<file path="config.mk">
export PLATFORM = sky130hd
export DESIGN_NAME = aukv_mem_arbiter_flat
export DESIGN_NICKNAME = d
export VERILOG_FILES = /design/src/rtl/aukv_mem_arbiter_if.sv /design/src/rtl/aukv_mem_arbiter.sv /design/src/flat_wrapper.sv
export SDC_FILE = /design/constraint.sdc
export NUM_CORES = 1
export LEC_CHECK = 0
export CORE_MARGIN = 5
export CORE_UTILIZATION = 30
export CTS_BUF_LIST = sky130_fd_sc_hd__clkbuf_4 sky130_fd_sc_hd__clkbuf_8 sky130_fd_sc_hd__clkbuf_16
export DETAILED_ROUTE_END_ITERATION = 8
export PLACE_DENSITY = 0.75
export SETUP_SLACK_MARGIN = 0.15
export SYNTH_ARGS = -nofsm -noshare
export SYNTH_HDL_FRONTEND = slang
export SYNTH_SLANG_ARGS = --single-unit
</file>
<file path="constraint.sdc">
create_clock -name i_clk -period 1.3 [get_ports i_clk]
set_input_delay 0.13 -clock i_clk [delete_from_list [all_inputs] [get_ports i_clk]]
set_output_delay 0.13 -clock i_clk [all_outputs]
set_load 0.01 [all_outputs]
</file>
<file path="src/rtl/aukv_mem_arbiter_if.sv">
// Bundle of fetch, load/store and memory-bus signals around the AUK-V memory arbiter.
// The master modport is the arbiter's view; the slave modport is the core/memory side.
interface aukv_mem_arbiter_if;
   localparam int unsigned AW = 32;
   localparam int unsigned DW = 32;
   localparam int unsigned BW = 4;

   logic          i_if_req;
   logic [AW-1:0] i_if_addr;
   logic          i_if_flush;
   logic          o_if_ack;
   logic [DW-1:0] o_if_data;
   logic          o_if_valid;

   logic          i_d_req;
   logic          i_d_we;
   logic [AW-1:0] i_d_addr;
   logic [DW-1:0] i_d_wdata;
   logic [BW-1:0] i_d_be;
   logic          o_d_ack;
   logic [DW-1:0] o_d_rdata;
   logic          o_d_valid;

   logic          o_mem_req;
   logic          o_mem_we;
   logic [AW-1:0] o_mem_addr;
   logic [DW-1:0] o_mem_wdata;
   logic [BW-1:0] o_mem_be;
   logic          i_mem_gnt;
   logic          i_mem_rvalid;
   logic [DW-1:0] i_mem_rdata;

   modport master (
      input  i_if_req, i_if_addr, i_if_flush,
      output o_if_ack, o_if_data, o_if_valid,
      input  i_d_req, i_d_we, i_d_addr, i_d_wdata, i_d_be,
      output o_d_ack, o_d_rdata, o_d_valid,
      output o_mem_req, o_mem_we, o_mem_addr, o_mem_wdata, o_mem_be,
      input  i_mem_gnt, i_mem_rvalid, i_mem_rdata
   );

   modport slave (
      output i_if_req, i_if_addr, i_if_flush,
      input  o_if_ack, o_if_data, o_if_valid,
      output i_d_req, i_d_we, i_d_addr, i_d_wdata, i_d_be,
      input  o_d_ack, o_d_rdata, o_d_valid,
      input  o_mem_req, o_mem_we, o_mem_addr, o_mem_wdata, o_mem_be,
      output i_mem_gnt, i_mem_rvalid, i_mem_rdata
   );
endinterface

</file>
<file path="src/rtl/aukv_mem_arbiter.sv">
// Single-outstanding arbiter sharing one memory port between fetch and load/store.
// Optional fetch anti-starvation counter enabled by defining AUKV_ARB_FAIRNESS_EN.
module aukv_mem_arbiter #(
   parameter int unsigned STARVE_LIMIT = 4
) (
   input logic                 i_clk,
   input logic                 i_rst,
   aukv_mem_arbiter_if.master  bus
);
   localparam int unsigned AW = 32;
   localparam int unsigned DW = 32;
   localparam int unsigned BW = 4;

   if (STARVE_LIMIT < 1 || STARVE_LIMIT > 15) begin : g_bad_limit
      $error("aukv_mem_arbiter: STARVE_LIMIT must be within 1..15");
   end

   typedef enum logic [2:0] {IDLE, REQ_I, REQ_D, WAIT_I, WAIT_D} state_e;

   typedef struct packed {
      logic          we;
      logic [AW-1:0] addr;
      logic [DW-1:0] wdata;
      logic [BW-1:0] be;
   } mem_req_t;

   state_e   state_q, state_d;
   mem_req_t req_q, req_d;
   logic     stale_q, stale_d;
   logic     grant_d_c, grant_i_c;
   logic     fetch_first_c;
   logic     rsp_i_c, rsp_d_c, mem_req_c;

`ifdef AUKV_ARB_FAIRNESS_EN
   localparam int unsigned CW = 4;
   logic [CW-1:0] starve_q, starve_d;

   // Fetch overrides data priority once it has lost STARVE_LIMIT times in a row.
   assign fetch_first_c = bus.i_if_req && (starve_q == CW'(STARVE_LIMIT));

   always_comb begin
      starve_d = starve_q;
      if (state_q == IDLE) begin
         if (grant_i_c || !bus.i_if_req) starve_d = '0;
         else if (grant_d_c)             starve_d = starve_q + CW'(1);
      end
   end

   always_ff @(posedge i_clk) begin
      if (i_rst) starve_q <= '0;
      else       starve_q <= starve_d;
   end
`else
   assign fetch_first_c = 1'b0;
`endif

   // Next-state, request latching and stale tracking.
   always_comb begin
      state_d   = state_q;
      req_d     = req_q;
      stale_d   = stale_q;
      grant_d_c = 1'b0;
      grant_i_c = 1'b0;
      unique case (state_q)
         IDLE: begin
            stale_d = 1'b0;
            if (bus.i_d_req && !fetch_first_c) begin
               grant_d_c = 1'b1;
               req_d     = '{we: bus.i_d_we, addr: bus.i_d_addr,
                             wdata: bus.i_d_wdata, be: bus.i_d_be};
               state_d   = REQ_D;
            end else if (bus.i_if_req) begin
               grant_i_c = 1'b1;
               req_d     = '{we: 1'b0, addr: bus.i_if_addr,
                             wdata: '0, be: '1};
               state_d   = REQ_I;
            end
         end
         REQ_I: begin
            if (bus.i_if_flush) stale_d = 1'b1;
            if (bus.i_mem_gnt)  state_d = WAIT_I;
         end
         REQ_D: begin
            if (bus.i_mem_gnt) state_d = WAIT_D;
         end
         WAIT_I: begin
            if (bus.i_mem_rvalid) begin
               state_d = IDLE;
               stale_d = 1'b0;
            end else if (bus.i_if_flush) begin
               stale_d = 1'b1;
            end
         end
         WAIT_D: begin
            if (bus.i_mem_rvalid) state_d = IDLE;
         end
         default: state_d = IDLE;
      endcase
   end

   always_ff @(posedge i_clk) begin
      if (i_rst) begin
         state_q <= IDLE;
         req_q   <= '0;
         stale_q <= 1'b0;
      end else begin
         state_q <= state_d;
         req_q   <= req_d;
         stale_q <= stale_d;
      end
   end

   // Responses pass straight through in the cycle the memory completes.
   assign rsp_i_c = (state_q == WAIT_I) && bus.i_mem_rvalid && !i_rst;
   assign rsp_d_c = (state_q == WAIT_D) && bus.i_mem_rvalid && !i_rst;
   assign mem_req_c = (state_q == REQ_I) || (state_q == REQ_D);

   assign bus.o_if_ack   = grant_i_c && !i_rst;
   assign bus.o_d_ack    = grant_d_c && !i_rst;
   assign bus.o_if_valid = rsp_i_c && !stale_q && !bus.i_if_flush;
   assign bus.o_if_data  = rsp_i_c ? bus.i_mem_rdata : '0;
   assign bus.o_d_valid  = rsp_d_c;
   assign bus.o_d_rdata  = (rsp_d_c && !req_q.we) ? bus.i_mem_rdata : '0;

   assign bus.o_mem_req   = mem_req_c;
   assign bus.o_mem_we    = mem_req_c && req_q.we;
   assign bus.o_mem_addr  = mem_req_c ? req_q.addr  : '0;
   assign bus.o_mem_wdata = mem_req_c ? req_q.wdata : '0;
   assign bus.o_mem_be    = mem_req_c ? req_q.be    : '0;
endmodule

</file>
<file path="src/flat_wrapper.sv">
// flat-port wrapper written by rule: the top's interface ports become plain ports
module aukv_mem_arbiter_flat 
#(
   parameter int unsigned STARVE_LIMIT = 4
)
  (i_clk, i_rst, bus_i_if_req, bus_i_if_addr, bus_i_if_flush, bus_o_if_ack, bus_o_if_data, bus_o_if_valid, bus_i_d_req, bus_i_d_we, bus_i_d_addr, bus_i_d_wdata, bus_i_d_be, bus_o_d_ack, bus_o_d_rdata, bus_o_d_valid, bus_o_mem_req, bus_o_mem_we, bus_o_mem_addr, bus_o_mem_wdata, bus_o_mem_be, bus_i_mem_gnt, bus_i_mem_rvalid, bus_i_mem_rdata);
  aukv_mem_arbiter_if bus_i ();
  input logic i_clk;
  input logic i_rst;
  input wire logic [$bits(bus_i.i_if_req)-1:0] bus_i_if_req;
  input wire logic [$bits(bus_i.i_if_addr)-1:0] bus_i_if_addr;
  input wire logic [$bits(bus_i.i_if_flush)-1:0] bus_i_if_flush;
  output wire logic [$bits(bus_i.o_if_ack)-1:0] bus_o_if_ack;
  output wire logic [$bits(bus_i.o_if_data)-1:0] bus_o_if_data;
  output wire logic [$bits(bus_i.o_if_valid)-1:0] bus_o_if_valid;
  input wire logic [$bits(bus_i.i_d_req)-1:0] bus_i_d_req;
  input wire logic [$bits(bus_i.i_d_we)-1:0] bus_i_d_we;
  input wire logic [$bits(bus_i.i_d_addr)-1:0] bus_i_d_addr;
  input wire logic [$bits(bus_i.i_d_wdata)-1:0] bus_i_d_wdata;
  input wire logic [$bits(bus_i.i_d_be)-1:0] bus_i_d_be;
  output wire logic [$bits(bus_i.o_d_ack)-1:0] bus_o_d_ack;
  output wire logic [$bits(bus_i.o_d_rdata)-1:0] bus_o_d_rdata;
  output wire logic [$bits(bus_i.o_d_valid)-1:0] bus_o_d_valid;
  output wire logic [$bits(bus_i.o_mem_req)-1:0] bus_o_mem_req;
  output wire logic [$bits(bus_i.o_mem_we)-1:0] bus_o_mem_we;
  output wire logic [$bits(bus_i.o_mem_addr)-1:0] bus_o_mem_addr;
  output wire logic [$bits(bus_i.o_mem_wdata)-1:0] bus_o_mem_wdata;
  output wire logic [$bits(bus_i.o_mem_be)-1:0] bus_o_mem_be;
  input wire logic [$bits(bus_i.i_mem_gnt)-1:0] bus_i_mem_gnt;
  input wire logic [$bits(bus_i.i_mem_rvalid)-1:0] bus_i_mem_rvalid;
  input wire logic [$bits(bus_i.i_mem_rdata)-1:0] bus_i_mem_rdata;
  assign bus_i.i_if_req = bus_i_if_req;
  assign bus_i.i_if_addr = bus_i_if_addr;
  assign bus_i.i_if_flush = bus_i_if_flush;
  assign bus_o_if_ack = bus_i.o_if_ack;
  assign bus_o_if_data = bus_i.o_if_data;
  assign bus_o_if_valid = bus_i.o_if_valid;
  assign bus_i.i_d_req = bus_i_d_req;
  assign bus_i.i_d_we = bus_i_d_we;
  assign bus_i.i_d_addr = bus_i_d_addr;
  assign bus_i.i_d_wdata = bus_i_d_wdata;
  assign bus_i.i_d_be = bus_i_d_be;
  assign bus_o_d_ack = bus_i.o_d_ack;
  assign bus_o_d_rdata = bus_i.o_d_rdata;
  assign bus_o_d_valid = bus_i.o_d_valid;
  assign bus_o_mem_req = bus_i.o_mem_req;
  assign bus_o_mem_we = bus_i.o_mem_we;
  assign bus_o_mem_addr = bus_i.o_mem_addr;
  assign bus_o_mem_wdata = bus_i.o_mem_wdata;
  assign bus_o_mem_be = bus_i.o_mem_be;
  assign bus_i.i_mem_gnt = bus_i_mem_gnt;
  assign bus_i.i_mem_rvalid = bus_i_mem_rvalid;
  assign bus_i.i_mem_rdata = bus_i_mem_rdata;
  aukv_mem_arbiter #(.STARVE_LIMIT(STARVE_LIMIT)) u_core (.i_clk(i_clk), .i_rst(i_rst), .bus(bus_i));
endmodule
</file>
=== After elaboration in Yosys (flattened, before gate mapping) ===
Index checks and enable logic that the tools add are counted.

* Equality and inequality tests: 8
* Muxes and demuxes: 21
* Reductions and logical operators: 21

{| class="wikitable"
|+ Operators with widths
! cell !! number
|-
| 69-bit two-way mux || 2
|-
| 32-bit two-way mux || 4
|-
| 3-bit two-way mux || 5
|-
| 3-bit one-hot mux with 4 select lines || 1
|-
| 1-bit logical AND || 10
|-
| 1-bit two-way mux || 7
|-
| 3-bit by 2-bit == test with 1-bit output (second input constant) || 2
|-
| 1-bit zero test || 4
|-
| 4-bit two-way mux || 1
|-
| 2-bit != test (second input constant) || 2
|-
| 4-bit AND reduction || 1
|-
| 3-bit by 1-bit == test with 1-bit output (second input constant) || 1
|-
| 3-bit == test (second input constant) || 1
|-
| 3-bit zero test || 1
|-
| 3-bit != test (second input constant) || 1
|-
| 1-bit one-hot mux with 3 select lines || 1
|-
| 3-bit nonzero test || 1
|-
| 2-bit by 1-bit != test with 1-bit output (second input constant) || 1
|-
| 2-bit AND reduction || 1
|-
| 2-bit nonzero test || 1
|-
| 2-bit OR reduction || 1
|-
| 1-bit logical OR || 1
|}

* Register bits after elaboration: 73
* Bits of input ports: 140
* Output and inout bits: 138
* Logic and storage cells: 56

=== Depth between registers and ports, before layout ===
* Word-level depth: 5
* Depth in mapped cells: 6
* Gate-level depth less buffers: 4

=== Least setup slack after synthesis ===
No wires, ideal clock.

* Path kind: flip-flop to flip-flop
* From: reg u_core.state_q[0]
* To: reg u_core.state_q[0]
* Library setup time: 0.119 ns
* Arrival: 1.357 ns
* Data required time: 1.181 ns
* Path slack: -0.176 ns
* Stages on the path, launching flop included: 6
* Path buffers: 1
* Clock period less this slack: 1.476 ns
* Cell sequence: dfxtp_1 -> buf_6 -> or4_4 -> a21oi_2 -> a2111oi_0 -> o221a_1

* Cells in the longest elaborated chain, start to end: 4
* Elaborated cells between the ends (all ways): 12
* Those cells by class: eq/ne (8); mux (1); reduce/logical (3)

{| class="wikitable"
|+ RTL lines
! what !! line !! text
|-
| start: declaration || aukv_mem_arbiter.sv:27 || <nowiki>state_e state_q, state_d;</nowiki>
|-
| start signal: assignment || aukv_mem_arbiter.sv:107 || <nowiki>state_q <= state_d;</nowiki>
|-
| 3-bit == test / 3-bit by 2-bit == test with 1-bit output (equally long branches) || aukv_mem_arbiter.sv:64 || <nowiki>unique case (state_q)</nowiki>
|-
| 2-bit OR reduction (no line) || - ||
|-
| 2-bit by 1-bit != test with 1-bit output (no line) || - ||
|-
| 4-bit AND reduction (no line) || - ||
|}

Parallel ways exist; a longest one is shown, timed or not.
A chain may end at the register's enable or synchronous reset.

=== Worst setup path in the final report ===
* From: reg u_core.state_q[0]
* To: out bus_o_d_rdata[25]

* Cells in the longest elaborated chain, start to end: 5

{| class="wikitable"
|+ RTL lines
! what !! line !! text
|-
| 3-bit == test || aukv_mem_arbiter.sv:115 || <nowiki>assign rsp_d_c = (state_q == WAIT_D) && bus.i_mem_rvalid && !i_rst;</nowiki>
|-
| 1-bit logical AND (2 in series) || aukv_mem_arbiter.sv:115 ||
|-
| 1-bit logical AND || aukv_mem_arbiter.sv:123 || <nowiki>assign bus.o_d_rdata = (rsp_d_c && !req_q.we) ? bus.i_mem_rdata : '0;</nowiki>
|-
| 32-bit two-way mux || aukv_mem_arbiter.sv:123 ||
|-
| end: declaration || flat_wrapper.sv:22 || <nowiki>output wire logic [$bits(bus_i.o_d_rdata)-1:0] bus_o_d_rdata;</nowiki>
|}

No other way between the ends.

==> run metrics <==
switching part of the total between 20 and 30%; total CTS buffers 9; post-route ant nets 0; largest area contributor in the netlist dfxtp_1; setup TNS -92,750 ps; final setup fails between 200 and 250; CTS tree built; CTS max path bufs 2; detailed placement HPWL approximately 11,000 µm; all-layer global routing usage 19.8%; Sink Count 73; Routability Congestion 0.819; Crit path required time about 1200 ps; combinational group share of total power between 40% and 50%; asr flop ratio synth 0%; Final Max Tran Viols 0; Post-synth top cells and2_1, dfxtp_1, nor2_1; Die X ~120 µm; CP Launch Type flop; H-tree levels 3; Die Y-Extent approximately 120 µm; post-synthesis cell count approximately 430; Setup CP Type flop to primary output; CP max FO 32; Cell Area, Synth between 3000 and 4000 µm²; Final Non-Filler Cells 930; Post-layout nets roughly 900; Initial Utilization a little under a third; HP Class input pin to flop; Max-Cap Viols 0; # rows 41; total gr overflow 0; IO Pins 278; Wirelength per Cell roughly 18 µm; Fin Clk Skew 6.55 ps; Pleak between 3 and 4 nW; EDFF count, synth 0; register bit total from synthesis 73; Pre-antenna DRT Iters 4; Post-synth top flop dfxtp_1; share of the yosys chip area belonging to registers between 30% and 40%; DRT iter0 DRCs 166; Net Count, Synth about 570; NetSw approximately 3 mW; vias around 4,500; DRC errors left 0; Hold Fails Final Rpt 0; DR WL met2 between 8000 and 9000 µm; post-synth cell types 34; fin crit period approximately 1900 ps; Clock Latency Late Sink 340 ps; # hold bufs at CTS 0; final worst slack -579 ps; pin count of the biggest net entering global routing 40; Setup crit end kind primary output; Post-Route WL between 15,000 and 20,000 µm; die area roughly 15,000 µm²; critical path arrival ~1800 ps; vias in the first global route between 4,000 and 5,000; first-pass GRT wire length roughly 23,000 µm; Root Buffer clkbuf_16; Inst Count DP 866; # port buffers approximately 280; vias per inst 4.80; worst vdd ir slightly below 0.7 mV; RSZ-0062 raised after global routing yes; area share of the largest cell type after synthesis 38.7%; Final Cycle Share 145%; Fin Hold WS ~120 ps; post-route total power ~10 mW; clk slew on worst S/H paths 60 ps; Top Metal Used met4; metal3 WL 1580 µm; status complete, but fails checks; failing checks setup timing; Synth area leaders dfxtp_1, and2_1, mux2i_1; share of layout cells above drive strength 1 46.6%; Area growth, synth to finish 115%; Int Pwr 6.84 mW; Syn Area/Cell between 8 and 9 µm²; DRT met1 WL about 6500 µm; number of diodes 0; Least-Margin Pin Slew between 500 and 600 ps; Ys Warns 0; FMAX about 0.53 GHz; sequential cell fraction of total power 28.2%; initial antenna violation count 0; P per Cell Area between 1000 and 1500 nW/µm²; Worst slew margin between 60% and 70%; clock share of power between 20 and 30%; most common cell in the synthesized netlist and2_1; Core Area about 12,000 µm²
==> cell families after synthesis <==
group	after synthesis	share of synthesized area, %
buf+inv	44	5.40
xor+xnor	1	0.232
compound gates	79	16.4
flops	73	38.7
mux	33	8.77
simple gates	196	30.5
==> metal layers <==
layer / track usage (%) / vias up
li1: - / 2136
met1: 20.9 / 2078
met2: 35.9 / 215
met3: 7.42 / 34
met4: 7.35 / 0
met5: 0 / -
==> per-stage QoR <==
step,utilization [%],worst slack [ps],area (µm²)
after floorplan,-,-150,4130
after global placement,57.4,-705,7160
after detailed placement,57.4,-742,7160
after CTS,62.6,-829,7800
after global routing,65.2,-636,8130
final,65.2,-579,8130
==> worst max-delay path: stages (launching register included) <==
cell	delay [ps]
dfxtp_4	380
or2_4	270
nor4_4	180
buf_12	210
and2_1	150
clkdlybuf4s15_2	220
==> layout make-up <==
| type | instances | area [µm²] |
|---|---|---|
| Multi-Input combinational cell | 309 | 2530 |
| Inverter | 3 | 13.8 |
| Clock buffer | 9 | 225 |
| Sequential cell | 73 | 1470 |
| Timing Repair Buffer | 357 | 3580 |
| Fill cell | 1025 | 4330 |
| Tap cell | 172 | 215 |
| Clock inverter | 7 | 103 |
==> final timing paths <==
check | start | to | slack, ps | depth (start not counted)
max | u_core.state_q[0] | bus_o_d_rdata[25] | -580 | 5
min | i_rst | u_core.stale_q | 120 | 2
max reg2reg | u_core.state_q[0] | u_core.req_q[20] | -480 | 7
min reg2reg | u_core.req_q[8] | u_core.req_q[8] | 480 | 1
==> state kept, by name, summed over array words and instances (netlist names) <==
signal and count:
u_core.stale_q 1, u_core.state_q 3, u_core.req_q 69
==> power groups by stage <==
| stage | Clock (mW) | Sequential (mW) | Combinational [mW] |
|---|---|---|---|
| after floorplan | 0 | 2.72 | 1.66 |
| after global placement | 0 | 2.76 | 2.87 |
| after detailed placement | 0 | 2.78 | 2.91 |
| after CTS | 2.79 | 2.74 | 3.35 |
| after global routing | 2.89 | 2.79 | 4.50 |
| final | 2.74 | 2.76 | 4.27 |
==> repair_timing <==
action / in CTS / in global routing
gates cloned: 7 / 8
endpoints found under the setup margin: 210 / 210
pin swaps: 2 / 16
gates resized for setup: 202 / 394
setup buffers: 12 / 21
==> layout by cell type (no fill, tap or decap), types with 3 or more instances in the layout <==
cell             Yosys  layout
clkdlybuf4s50_1      0     137
and2_4               0      82
dfxtp_1             73      70
buf_6                1      63
clkbuf_2             0      58
and2_1             133      51
buf_4                1      40
nor2_1              43      39
a22o_1              33      33
mux2i_1             32      32
a211oi_1            32      20
clkbuf_16            0      17
buf_2               22      16
buf_12               0      14
a211oi_2             0      12
clkdlybuf4s15_2      0      10
nor2_4               0       4
o22ai_1              4       4
buf_8                0       4
a21oi_1              4       3
buf_16               0       3
Power figures use the tool's default switching activity.
